===== config.mk =====
export PLATFORM = sky130hd
export DESIGN_NAME = load_store_unit_flat
export DESIGN_NICKNAME = d
export VERILOG_FILES = /design/src/rtl/load_store_unit_if.sv /design/src/rtl/load_store_unit.sv /design/src/flat_wrapper.sv
export SDC_FILE = /design/constraint.sdc
export NUM_CORES = 1
export LEC_CHECK = 0
export BUFFER_PORTS_ARGS = -buffer_cell sky130_fd_sc_hd__buf_4
export CAP_MARGIN = 20
export CORE_MARGIN = 10
export CORE_UTILIZATION = 36
export DETAILED_ROUTE_END_ITERATION = 10
export PLACE_DENSITY = 0.64
export SYNTH_ARGS = -nofsm -noshare
export SYNTH_HDL_FRONTEND = slang
export SYNTH_SLANG_ARGS = --single-unit
export TNS_END_PERCENT = 20

===== constraint.sdc =====
create_clock -name clk -period 3.5 [get_ports clk]
set_input_delay 0.35 -clock clk [delete_from_list [all_inputs] [get_ports clk]]
set_output_delay 0.35 -clock clk [all_outputs]
set_load 0.05 [all_outputs]

===== src/rtl/load_store_unit_if.sv =====
// Request, data-memory and writeback signals of the load/store unit.
// The master side is the execute stage, data memory and writeback stage together.
interface load_store_unit_if;
    logic        req_valid;
    logic        req_ready;
    logic        req_we;
    logic [15:0] req_addr;
    logic [15:0] req_wdata;
    logic [2:0]  req_rd;
    logic        mem_wr_en;
    logic        mem_rd_en;
    logic [15:0] mem_addr;
    logic [15:0] mem_wdata;
    logic [15:0] mem_rdata;
    logic        wb_valid;
    logic        wb_ready;
    logic [15:0] wb_data;
    logic [2:0]  wb_rd;
    logic        busy;
    logic        fault;
    logic [15:0] fault_addr;
    logic [7:0]  fault_count;

    modport master (
        output req_valid, req_we, req_addr, req_wdata, req_rd, mem_rdata, wb_ready,
        input  req_ready, mem_wr_en, mem_rd_en, mem_addr, mem_wdata,
               wb_valid, wb_data, wb_rd, busy, fault, fault_addr, fault_count
    );

    modport slave (
        input  req_valid, req_we, req_addr, req_wdata, req_rd, mem_rdata, wb_ready,
        output req_ready, mem_wr_en, mem_rd_en, mem_addr, mem_wdata,
               wb_valid, wb_data, wb_rd, busy, fault, fault_addr, fault_count
    );
endinterface


===== src/rtl/load_store_unit.sv =====
// Single-outstanding load/store unit in front of a sync-write, async-read data memory.
// Range-checks each request, drives registered memory strobes and returns load data to writeback.
module load_store_unit #(
    parameter int unsigned MEM_DEPTH   = 10,
    parameter int unsigned WAIT_STATES = 0
) (
    input  logic             clk,
    input  logic             rst,
    load_store_unit_if.slave bus
);
    localparam logic [1:0]  ST_IDLE   = 2'd0;
    localparam logic [1:0]  ST_ACCESS = 2'd1;
    localparam logic [1:0]  ST_RESP   = 2'd2;
    localparam logic [1:0]  ST_FAULT  = 2'd3;
    localparam logic [16:0] DEPTH     = 17'(MEM_DEPTH);
    localparam logic [2:0]  WAIT_INIT = 3'(WAIT_STATES);

    logic [1:0]  state_q, state_d;
    logic [2:0]  wait_q, wait_d;
    logic        we_q, we_d;
    logic [2:0]  rd_q, rd_d;
    logic [15:0] addr_q, addr_d;
    logic [15:0] wdata_q, wdata_d;
    logic        rd_en_q, rd_en_d;
    logic        wr_en_q, wr_en_d;
    logic [15:0] wb_data_q, wb_data_d;
    logic [2:0]  wb_rd_q, wb_rd_d;
    logic [15:0] faddr_q, faddr_d;
    logic [7:0]  fcnt_q, fcnt_d;
    logic        in_range;

    assign in_range = {1'b0, bus.req_addr} < DEPTH;

    always_comb begin
        state_d   = state_q;
        wait_d    = wait_q;
        we_d      = we_q;
        rd_d      = rd_q;
        addr_d    = addr_q;
        wdata_d   = wdata_q;
        rd_en_d   = 1'b0;
        wr_en_d   = 1'b0;
        wb_data_d = wb_data_q;
        wb_rd_d   = wb_rd_q;
        faddr_d   = faddr_q;
        fcnt_d    = fcnt_q;
        case (state_q)
            ST_IDLE: begin
                if (bus.req_valid) begin
                    we_d    = bus.req_we;
                    rd_d    = bus.req_rd;
                    addr_d  = bus.req_addr;
                    wdata_d = bus.req_wdata;
                    if (in_range) begin
                        state_d = ST_ACCESS;
                        wait_d  = WAIT_INIT;
                        rd_en_d = !bus.req_we;
                        wr_en_d = bus.req_we && (WAIT_INIT == 3'd0);
                    end else begin
                        state_d = ST_FAULT;
                    end
                end
            end
            ST_ACCESS: begin
                // Strobes are registered, so the write enable is raised one edge
                // ahead of the cycle in which wait_cnt reaches zero.
                if (wait_q != 3'd0) begin
                    wait_d  = wait_q - 3'd1;
                    rd_en_d = !we_q;
                    wr_en_d = we_q && (wait_q == 3'd1);
                end else if (we_q) begin
                    state_d = ST_IDLE;
                end else begin
                    wb_data_d = bus.mem_rdata;
                    wb_rd_d   = rd_q;
                    state_d   = ST_RESP;
                end
            end
            ST_RESP: begin
                if (bus.wb_ready) state_d = ST_IDLE;
            end
            ST_FAULT: begin
                faddr_d = addr_q;
                if (fcnt_q != 8'hFF) fcnt_d = fcnt_q + 8'd1;
                state_d = ST_IDLE;
            end
            default: state_d = ST_IDLE;
        endcase
    end

    always_ff @(posedge clk or posedge rst) begin
        if (rst) begin
            state_q   <= ST_IDLE;
            wait_q    <= 3'd0;
            we_q      <= 1'b0;
            rd_q      <= 3'd0;
            addr_q    <= 16'h0;
            wdata_q   <= 16'h0;
            rd_en_q   <= 1'b0;
            wr_en_q   <= 1'b0;
            wb_data_q <= 16'h0;
            wb_rd_q   <= 3'd0;
            faddr_q   <= 16'h0;
            fcnt_q    <= 8'h0;
        end else begin
            state_q   <= state_d;
            wait_q    <= wait_d;
            we_q      <= we_d;
            rd_q      <= rd_d;
            addr_q    <= addr_d;
            wdata_q   <= wdata_d;
            rd_en_q   <= rd_en_d;
            wr_en_q   <= wr_en_d;
            wb_data_q <= wb_data_d;
            wb_rd_q   <= wb_rd_d;
            faddr_q   <= faddr_d;
            fcnt_q    <= fcnt_d;
        end
    end

    assign bus.req_ready   = (state_q == ST_IDLE);
    assign bus.busy        = (state_q != ST_IDLE);
    assign bus.wb_valid    = (state_q == ST_RESP);
    assign bus.fault       = (state_q == ST_FAULT);
    assign bus.mem_rd_en   = rd_en_q;
    assign bus.mem_wr_en   = wr_en_q;
    assign bus.mem_addr    = addr_q;
    assign bus.mem_wdata   = wdata_q;
    assign bus.wb_data     = wb_data_q;
    assign bus.wb_rd       = wb_rd_q;
    assign bus.fault_addr  = faddr_q;
    assign bus.fault_count = fcnt_q;
endmodule


===== src/flat_wrapper.sv =====
// flat-port wrapper written by rule: the top's interface ports become plain ports
module load_store_unit_flat 
#(
    parameter int unsigned MEM_DEPTH   = 10,
    parameter int unsigned WAIT_STATES = 0
)
  (clk, rst, bus_req_valid, bus_req_we, bus_req_addr, bus_req_wdata, bus_req_rd, bus_mem_rdata, bus_wb_ready, bus_req_ready, bus_mem_wr_en, bus_mem_rd_en, bus_mem_addr, bus_mem_wdata, bus_wb_valid, bus_wb_data, bus_wb_rd, bus_busy, bus_fault, bus_fault_addr, bus_fault_count);
  load_store_unit_if bus_i ();
  input  logic clk;
  input  logic rst;
  input wire logic [$bits(bus_i.req_valid)-1:0] bus_req_valid;
  input wire logic [$bits(bus_i.req_we)-1:0] bus_req_we;
  input wire logic [$bits(bus_i.req_addr)-1:0] bus_req_addr;
  input wire logic [$bits(bus_i.req_wdata)-1:0] bus_req_wdata;
  input wire logic [$bits(bus_i.req_rd)-1:0] bus_req_rd;
  input wire logic [$bits(bus_i.mem_rdata)-1:0] bus_mem_rdata;
  input wire logic [$bits(bus_i.wb_ready)-1:0] bus_wb_ready;
  output wire logic [$bits(bus_i.req_ready)-1:0] bus_req_ready;
  output wire logic [$bits(bus_i.mem_wr_en)-1:0] bus_mem_wr_en;
  output wire logic [$bits(bus_i.mem_rd_en)-1:0] bus_mem_rd_en;
  output wire logic [$bits(bus_i.mem_addr)-1:0] bus_mem_addr;
  output wire logic [$bits(bus_i.mem_wdata)-1:0] bus_mem_wdata;
  output wire logic [$bits(bus_i.wb_valid)-1:0] bus_wb_valid;
  output wire logic [$bits(bus_i.wb_data)-1:0] bus_wb_data;
  output wire logic [$bits(bus_i.wb_rd)-1:0] bus_wb_rd;
  output wire logic [$bits(bus_i.busy)-1:0] bus_busy;
  output wire logic [$bits(bus_i.fault)-1:0] bus_fault;
  output wire logic [$bits(bus_i.fault_addr)-1:0] bus_fault_addr;
  output wire logic [$bits(bus_i.fault_count)-1:0] bus_fault_count;
  assign bus_i.req_valid = bus_req_valid;
  assign bus_i.req_we = bus_req_we;
  assign bus_i.req_addr = bus_req_addr;
  assign bus_i.req_wdata = bus_req_wdata;
  assign bus_i.req_rd = bus_req_rd;
  assign bus_i.mem_rdata = bus_mem_rdata;
  assign bus_i.wb_ready = bus_wb_ready;
  assign bus_req_ready = bus_i.req_ready;
  assign bus_mem_wr_en = bus_i.mem_wr_en;
  assign bus_mem_rd_en = bus_i.mem_rd_en;
  assign bus_mem_addr = bus_i.mem_addr;
  assign bus_mem_wdata = bus_i.mem_wdata;
  assign bus_wb_valid = bus_i.wb_valid;
  assign bus_wb_data = bus_i.wb_data;
  assign bus_wb_rd = bus_i.wb_rd;
  assign bus_busy = bus_i.busy;
  assign bus_fault = bus_i.fault;
  assign bus_fault_addr = bus_i.fault_addr;
  assign bus_fault_count = bus_i.fault_count;
  load_store_unit #(.MEM_DEPTH(MEM_DEPTH), .WAIT_STATES(WAIT_STATES)) u_core (.clk(clk), .rst(rst), .bus(bus_i));
endmodule

# Yosys cells after proc, flatten, opt, wreduce, memory -nomap -nowiden
# Cells that the tools add are included.
[word_totals]
ramBits = 0
mem_count = 0
regBits = 86
latchBits = 0
mem_bits_ro = 0
[op_classes]
n_bitwise = 2
add_sub_neg = 2
mux = 18
n_shift = 0
n_reduce_logical = 12
magnitude_cmp = 1
div_mod_pow = 0
mul = 0
eq_ne = 10
[op_table]
columns = ["op", "count"]
rows = [
  ["$lt 16x4->1 const B", 1],
  ["$mux 2", 5],
  ["$mux 3", 3],
  ["$add 8x1->8 const B", 1],
  ["$ne 8x8->1 const B", 1],
  ["$pmux 2 s4", 1],
  ["$mux 1", 6],
  ["$ne 2x2->1 const B", 3],
  ["$pmux 3 s2", 1],
  ["$reduce_and 3->1", 2],
  ["$eq 2x2->1 const B", 2],
  ["$ne 2x1->1 const B", 2],
  ["$pmux 1 s2", 2],
  ["$reduce_and 2->1", 2],
  ["$reduce_and 4->1", 1],
  ["$reduce_bool 2->1", 2],
  ["$eq 3x1->1 const B", 1],
  ["$reduce_bool 3->1", 1],
  ["$sub 3x1->3 const B", 1],
  ["$eq 2x1->1 const B", 1],
  ["$logic_not 1->1", 2],
  ["$logic_not 2->1", 1],
  ["$not 1->1", 2],
  ["$logic_and 1x1->1", 1],
]

# Logic depth before layout (Yosys ltp)
# Gate-level depths: netlist of run 1.
[depth]
depth_word = 4
depth_mapped = 7
mapped_depth_nobuf = 6

# Least setup slack after synthesis of run 1
# Ideal clock, no wire load.
[synth_timing]
path_type = "register to register"
startpoint = "register u_core.state_q[1]"
endpoint = "register u_core.wait_q[1]"
setup_time_ps = 99
required_time_ps = 3401
arrival_ps = 2045
stages_incl_launch_ff = 5
period_less_slack_ps = 2144
setup_slack_ps = 1356
cell_sequence = "dfrtp_1 buf_2 nor2_1 inv_1 o31ai_1"
[synth_via]
elab_chain_len = 3
[synth_lines]
columns = ["element", "line_no", "rtl"]
rows = [
  ["from (decl)", "load_store_unit.sv:18", "logic [1:0] state_q, state_d;"],
  ["from (signal assigned)", "load_store_unit.sv:106", "state_q <= state_d;"],
  ["$logic_not 2->1 *", "n/a", ""],
  ["via bus_req_ready", "flat_wrapper.sv:18", "output wire logic [$bits(bus_i.req_ready)-1:0] bus_req_ready;"],
  ["$ne 2x1->1 (no line) (tied with other cells)", "n/a", ""],
  ["$reduce_and 4->1 (no line)", "n/a", ""],
  ["to (signal assigned)", "load_store_unit.sv:107", "wait_q <= wait_d;"],
  ["to (decl)", "load_store_unit.sv:19", "logic [2:0] wait_q, wait_d;"],
]
# Mark *: on every way through the listed nets, which the timed path passes. The rest lies on a longest branch.
# A chain may end at the register's enable or synchronous reset.

# Worst setup path in the final report of run 1
[layout_timing]
startpoint = "register u_core.state_q[0]"
endpoint = "output bus_fault"
[layout_via]
elab_chain_len = 1
[layout_lines]
columns = ["element", "line_no", "rtl"]
rows = [
  ["$eq 2x2->1", "load_store_unit.sv:124", "assign bus.fault = (state_q == ST_FAULT);"],
  ["to (decl)", "flat_wrapper.sv:27", "output wire logic [$bits(bus_i.fault)-1:0] bus_fault;"],
]
# Every way passes these cells.

==> results.cfg, run 1 <==
[power_and_ir_drop]
intPower_uw = 2780
powerDensity_mw_per_mm2 = 1150
vdd_drop_max_mv = 0.506
p_leak_uw = 0.00259
sw_frac_of_total_pct = 50.4
power_frac_clock_pct = 13.8
power_uw = 5610
seqPwrFrac_pct = 31.5
comb_power_share_pct = 54.7
net-switching-power_uw = 2830

[global_routing]
grt_usage_pct = 13.2
antenna_found_initial = 0
grt_pass1_wl_mm = 15.5
grt_overflow = 0
grt_max_degree = 40
first_global_vias = 3081

[layout]
final_common_cell = nand2_1
postLayoutCellArea_mm2 = 0.00488
syn_to_final_growth_pct = 37.9
final_nets = 545
antenna_cells = 0
fillerInstances = 927
final_cell_mix = nand2_1 (162), buf_4 (141), dfrtp_1 (86), mux2_2 (21), clkbuf_8 (10)
final_layout_size_suffix_gt1_share_pct = 37.1

[clocking]
cts.clk_slew.worst_paths_ps = 90
numCtsBuffers = 9
post_cts_buffers = 0
cts_sinks = 86
clk_latency_ps = 350
cts_hold_buf = 0
h-tree-depth = 3
cts_root_buf = clkbuf_8
cts_resized = 0
cts_buffer_depth = 2
cts_tree = built

[route]
vias = 2864
drtPass1Iterations = 4
viasPerCell = 4.60
drt_iter0_markers = 127
wl_mm = 9.43
ant_nets = 0
drc = 0
avgRoutedWirePerCell_um = 15.1

[floorplanning]
dieArea_mm2 = 0.0142
die_w_um = 119
initial_core_util_pct = 36.6
core-area_mm2 = 0.00968
dieHeight_um = 119
rows = 36
ios = 137

[worst_setup_path]
worst-setup-path-type = flip-flop to output pin
regToRegStartpoint = u_core.state_q[0]
critPathBufInv = 3
startpoint_type = flip-flop
crit_fanout = 17
path_delay_family = buffers and inverters
r2r_slack_ps = 1390
endpoint_kind = output pin
critPathRequiredTime_ps = 3150
crit_path_top_delay_cell = dfrtp_1
cp_common_cell = buf_4
crit_chain = nand2_2 > inv_1 > buf_4 > buf_4
cpPeakStageDelay_ps = 640
cp.arrival_ps = 2130
crit_start = u_core.state_q[0]

[synthesis]
synthTopCellsByArea = dfrtp_1 (61%), nand2_1 (17%), mux2_2 (6.7%)
async_flop_share_pct = 100
ys.flop_type = dfrtp_1
postSynthCellCount = 349
synth_edf_count = 0
synth_top_family_by_area = simple AND/OR/NAND/NOR gates
yosysSeqAreaShare_pct = 60.8
syn_nets = 409
synth.largest_area_cell = dfrtp_1
yosys.area_share.xor_xnor_pct = 0.989
yosysWarnings = 0
synth_mux_area_share_pct = 6.96
synth-simple-area-share_pct = 23.1
synthesis.area_mm2 = 0.00354
synth_compound_area_share_pct = 3.14
synth_top_area_share_pct = 60.8
ys_types = 35
synthAdderAreaFrac_pct = 1.41
ys_seq_elements = 86
syn_avg_cell_area_um2 = 10.1

[place]
hpwl_mm = 7.16
place_area_mm2 = 0.00466
port_buffers = 136
gp_congestion = 0.779
post-place-ws_ps = 1370

[timing]
finalCritPeriodShare_pct = 70.8
fmax_ghz = 0.404
rsz0062_at_grt = no
setup_tns_ps = 0
holdWs_ps = 21.3
relSlewSlack_pct = 64.4
timing.final.crit_period_ps = 2480
setup_viol = 0
worst_pin_slew_ps = 533
setup_slack_ps = 1020
finalClockSkew_ps = 12.7
drv_slew = 0
final_hold_viol_count = 0

[min_path]
hold_path_class = input pin to asynchronous set/reset pin

[job]
maxCapViolations = 0

[outcome]
status = finished, final reports clean
power by group through the flow:
stage	sequential, µW	clock [µW]	combinational [µW]
global placement	1770	0	3080
floorplan	3050	0	873
CTS	1770	799	3120
global route	1830	841	3270
detailed placement	1780	0	3120
finish	1770	775	3070
cell usage after synthesis, types with 2 or more instances:
cell type	number
xnor2_1	3
a21oi_1	5
and3_1	2
nor4_1	3
buf_4	5
nor2_1	6
nand3_1	7
o31ai_1	2
nand2b_1	2
o21ai_0	2
inv_1	6
nand2_1	162
ha_1	4
nand4b_1	2
nand4_1	2
buf_2	5
dfrtp_1	86
mux2_2	21
and4_1	4
clkbuf_1	3
buf_6	3
routing by layer:
| metal | vias up | global-route usage (%) | share of wire [%] |
|---|---|---|---|
| li1 | 1398 | - | - |
| met1 | 1357 | 14.6 | 41 |
| met2 | 97 | 21.7 | 48 |
| met3 | 12 | 6.33 | 9.7 |
| met4 | 0 | 5.04 | 1.3 |
| met5 | - | 0 | 0 |
sequential cells by signal (all words and copies together), names as in the netlist:
| name | cells |
|---|---|
| u_core.bus.fault_addr | 16 |
| u_core.bus.mem_rd_en | 1 |
| u_core.bus.mem_wr_en | 1 |
| u_core.bus.mem_wdata | 16 |
| u_core.rd_q | 3 |
| u_core.wait_q | 3 |
| u_core.bus.mem_addr | 16 |
| u_core.we_q | 1 |
| u_core.bus.wb_data | 16 |
| u_core.bus.fault_count | 8 |
| u_core.bus.wb_rd | 3 |
| u_core.state_q | 2 |
cell type report:
cell class                      instances  area (µm²)  area share, %
Clock buffer                           11         141           2.89
Clock inverter                          5        82.6           1.69
Inverter                                6        23.8          0.487
Multi-Input combinational cell        241        1260           25.8
Sequential cell                        86        2150           44.1
Tap cell                              133         166           3.41
Timing Repair Buffer                  141        1060           21.7
per-stage QoR:
stage	std cells	util (%)
after floorplan	349	-
after global placement	607	48.1
after detailed placement	607	48.1
after CTS	623	50.4
after global routing	623	50.4
final	623	50.4
worst reg2reg max path, stage by stage, from the launching register on:
cell and delay, ps:
dfrtp_1 640, nand2_2 310, inv_1 380, and4_1 290, nand3_1 90, mux2_2 280
kinds of logic after synthesis:
family          count (synthesis)
compound gates                 15
fa+ha+maj                       4
xor+xnor                        4
simple gates                  196
buf+inv                        22
mux                            22
flops                          86
path summary, 6_finish.rpt:
kind                                        endpoint  depth (start not counted)
setup / recovery                           bus_fault                          4
hold / removal                 u_core.bus.wb_data[0]                          2
setup reg to reg           u_core.bus.fault_count[6]                          5
hold reg to reg                       u_core.rd_q[1]                          2
max in group asynchronous   u_core.bus.mem_wdata[14]                          3
min in group clk             u_core.bus.mem_wdata[4]                          3
No activity file was read; power rests on OpenSTA's default activity.
==> inputs of run 2 (changes only) <==
Settings changed: ABC_AREA set to 1.
Clock period 3.5 ns to 2.4 ns, I/O delays scaled along.
==> run 2 against run 1 <==
Core utilization rose by 0.10 points. Setup slack got worse by 300 ps. Count of clock-buffer cells in the layout did not move. Worst hold slack got worse by 14 ps. Non-clock buffer count did not move. Critical endpoint is now u_core.bus.mem_addr[2].
==> results.cfg, run 2 <==
[timing]
holdWs_ps = 7.60
setup_tns_ps = 0
timing.final.crit_period_ps = 1680
rsz0062_at_grt = no
relSlewSlack_pct = 68.7
worst_pin_slew_ps = 470
drv_slew = 0
finalClockSkew_ps = 7.62
setup_viol = 0
fmax_ghz = 0.594
final_hold_viol_count = 0
setup_slack_ps = 718
finalCritPeriodShare_pct = 70.1

[floorplanning]
ios = 137
rows = 36
core-area_mm2 = 0.00973
initial_core_util_pct = 36.7
dieArea_mm2 = 0.0143
die_w_um = 120
dieHeight_um = 120

[worst_setup_path]
startpoint_type = flip-flop
cp.arrival_ps = 1960
crit_fanout = 39
crit_chain = nor2_4 > nand2_1 > inv_2 > buf_12 > nand2_1 > o21ai_0
worst-setup-path-type = flip-flop to flip-flop
crit_path_top_delay_cell = dfrtp_1
endpoint_kind = flip-flop
path_delay_family = buffers and inverters
cp_common_cell = nand2_1
critPathRequiredTime_ps = 2670
cpPeakStageDelay_ps = 470
critPathBufInv = 2

[layout]
final_nets = 602
fillerInstances = 948
syn_to_final_growth_pct = 37.9
final_cell_mix = nand2_1 (167), buf_4 (139), dfrtp_1 (86), o21ai_0 (35), inv_1 (31)
final_common_cell = nand2_1
final_layout_size_suffix_gt1_share_pct = 30.5
antenna_cells = 0

[power_and_ir_drop]
intPower_uw = 3730
seqPwrFrac_pct = 31.3
p_leak_uw = 0.00267
powerDensity_mw_per_mm2 = 1610
power_frac_clock_pct = 11.3
sw_frac_of_total_pct = 53.0
vdd_drop_max_mv = 0.813
net-switching-power_uw = 4210
comb_power_share_pct = 57.4

[global_routing]
antenna_found_initial = 0
grt_usage_pct = 14.0
grt_overflow = 0
first_global_vias = 3182
grt_max_degree = 87
grt_pass1_wl_mm = 16.1

[clocking]
cts_tree = built
h-tree-depth = 3
cts_buffer_depth = 2
numCtsBuffers = 9
cts.clk_slew.worst_paths_ps = 90
cts_resized = 0
cts_sinks = 86
cts_hold_buf = 0
clk_latency_ps = 350
post_cts_buffers = 0
cts_root_buf = clkbuf_8

[synthesis]
ys_types = 25
synthTopCellsByArea = dfrtp_1 (60%), nand2_1 (18%), o21ai_0 (4.9%)
postSynthCellCount = 404
synthTopCellsByCount = nand2_1 (167), dfrtp_1 (86), o21ai_0 (35)
synth_edf_count = 0
yosysSeqAreaShare_pct = 60.4
synth.largest_area_cell = dfrtp_1
yosysWarnings = 0
ys_seq_elements = 86
syn_avg_cell_area_um2 = 8.83
synthesis.area_mm2 = 0.00357
ys.flop_type = dfrtp_1
synth_most_common_cell = nand2_1
synth_top_area_share_pct = 60.4
syn_nets = 464
async_flop_share_pct = 100

[route]
avgRoutedWirePerCell_um = 14.8
wl_mm = 10.1
drt_iter0_markers = 188
drtPass1Iterations = 4
ant_nets = 0
viasPerCell = 4.48
drc = 0
vias = 3047

[place]
port_buffers = 136
gp_congestion = 0.825
post-place-ws_ps = 729
hpwl_mm = 7.63

[outcome]
status = finished, final reports clean

[min_path]
hold_path_class = input pin to asynchronous set/reset pin

[job]
maxCapViolations = 0
-- run 2: changes by cell type after synthesis, sizes merged, moves of 4 or more --
cell	delta
buf	-4
a21oi	-4
o21ai	+36
nand3	+16
nand2	+7
and4	-4
inv	+28
nor2	+11
mux2	-21
-- run 2: metal layers --
layer,global-route usage (%),vias to the layer above,share of wire (%)
li1,-,1535,-
met1,16.2,1423,42
met2,23.8,77,51
met3,3.66,12,5.6
met4,6.33,0,1.9
met5,0,-,0
-- run 2: worst paths after layout --
path	start	end	slack, ps	cells past startpoint
worst min register to register	u_core.wait_q[1]	u_core.wait_q[1]	470	2
worst max-delay path	u_core.state_q[0]	u_core.bus.mem_addr[2]	720	6
min in group clk	bus_req_wdata[2]	u_core.bus.mem_wdata[2]	80	3
worst min-delay path	rst	u_core.bus.wb_rd[2]	8	3
worst max register to register	u_core.state_q[0]	u_core.bus.mem_addr[2]	720	6
max in group asynchronous	rst	u_core.bus.mem_addr[5]	2020	3
-- run 2: layout make-up --
cell class                 instances  area [µm²]  area share [%]
inverter                          35         135            2.75
timing repair buffer             141        1080            22.0
clock inverter                     5        25.0           0.509
tap                              133         166            3.38
sequential                        86        2150            43.8
multi-input combinational        269        1210            24.7
clock buffer                      11         141            2.88
-- run 2: tightest hold or removal path, cell delays in order --
cell        delay, ps
buf_4             120
clkinvlp_4         70
buf_12            360
-- run 2: metrics by stage --
stage | util, % | std cells | total power (µW) | instance area [µm²]
2_1_floorplan | - | 404 | 5610 | 3570
3_3_place_gp | 48.8 | 664 | 7060 | 4750
3_5_place_dp | 48.8 | 664 | 7120 | 4750
4_1_cts | 50.5 | 680 | 8040 | 4920
5_1_grt | 50.5 | 680 | 8430 | 4920
6_report | 50.5 | 680 | 7940 | 4920
-- run 2: cells by family (layout without fill, tap and decap cells) --
| group | Yosys count | in the layout | share of synthesized area (%) |
|---|---|---|---|
| fa+ha+maj | 4 | 4 | 1.40 |
| xor+xnor | 6 | 6 | 1.47 |
| buf+inv | 49 | 192 | 5.61 |
| compound gates | 41 | 41 | 6.03 |
| flops | 86 | 86 | 60.4 |
| simple gates | 218 | 218 | 25.1 |
-- run 2: power by group through the flow --
stage	clock (µW)	combinational, µW	sequential (µW)
final	896	4560	2480
after global routing	992	4870	2570
after CTS	925	4620	2490
after detailed placement	0	4620	2510
after global placement	0	4570	2490
after floorplan	0	1230	4380
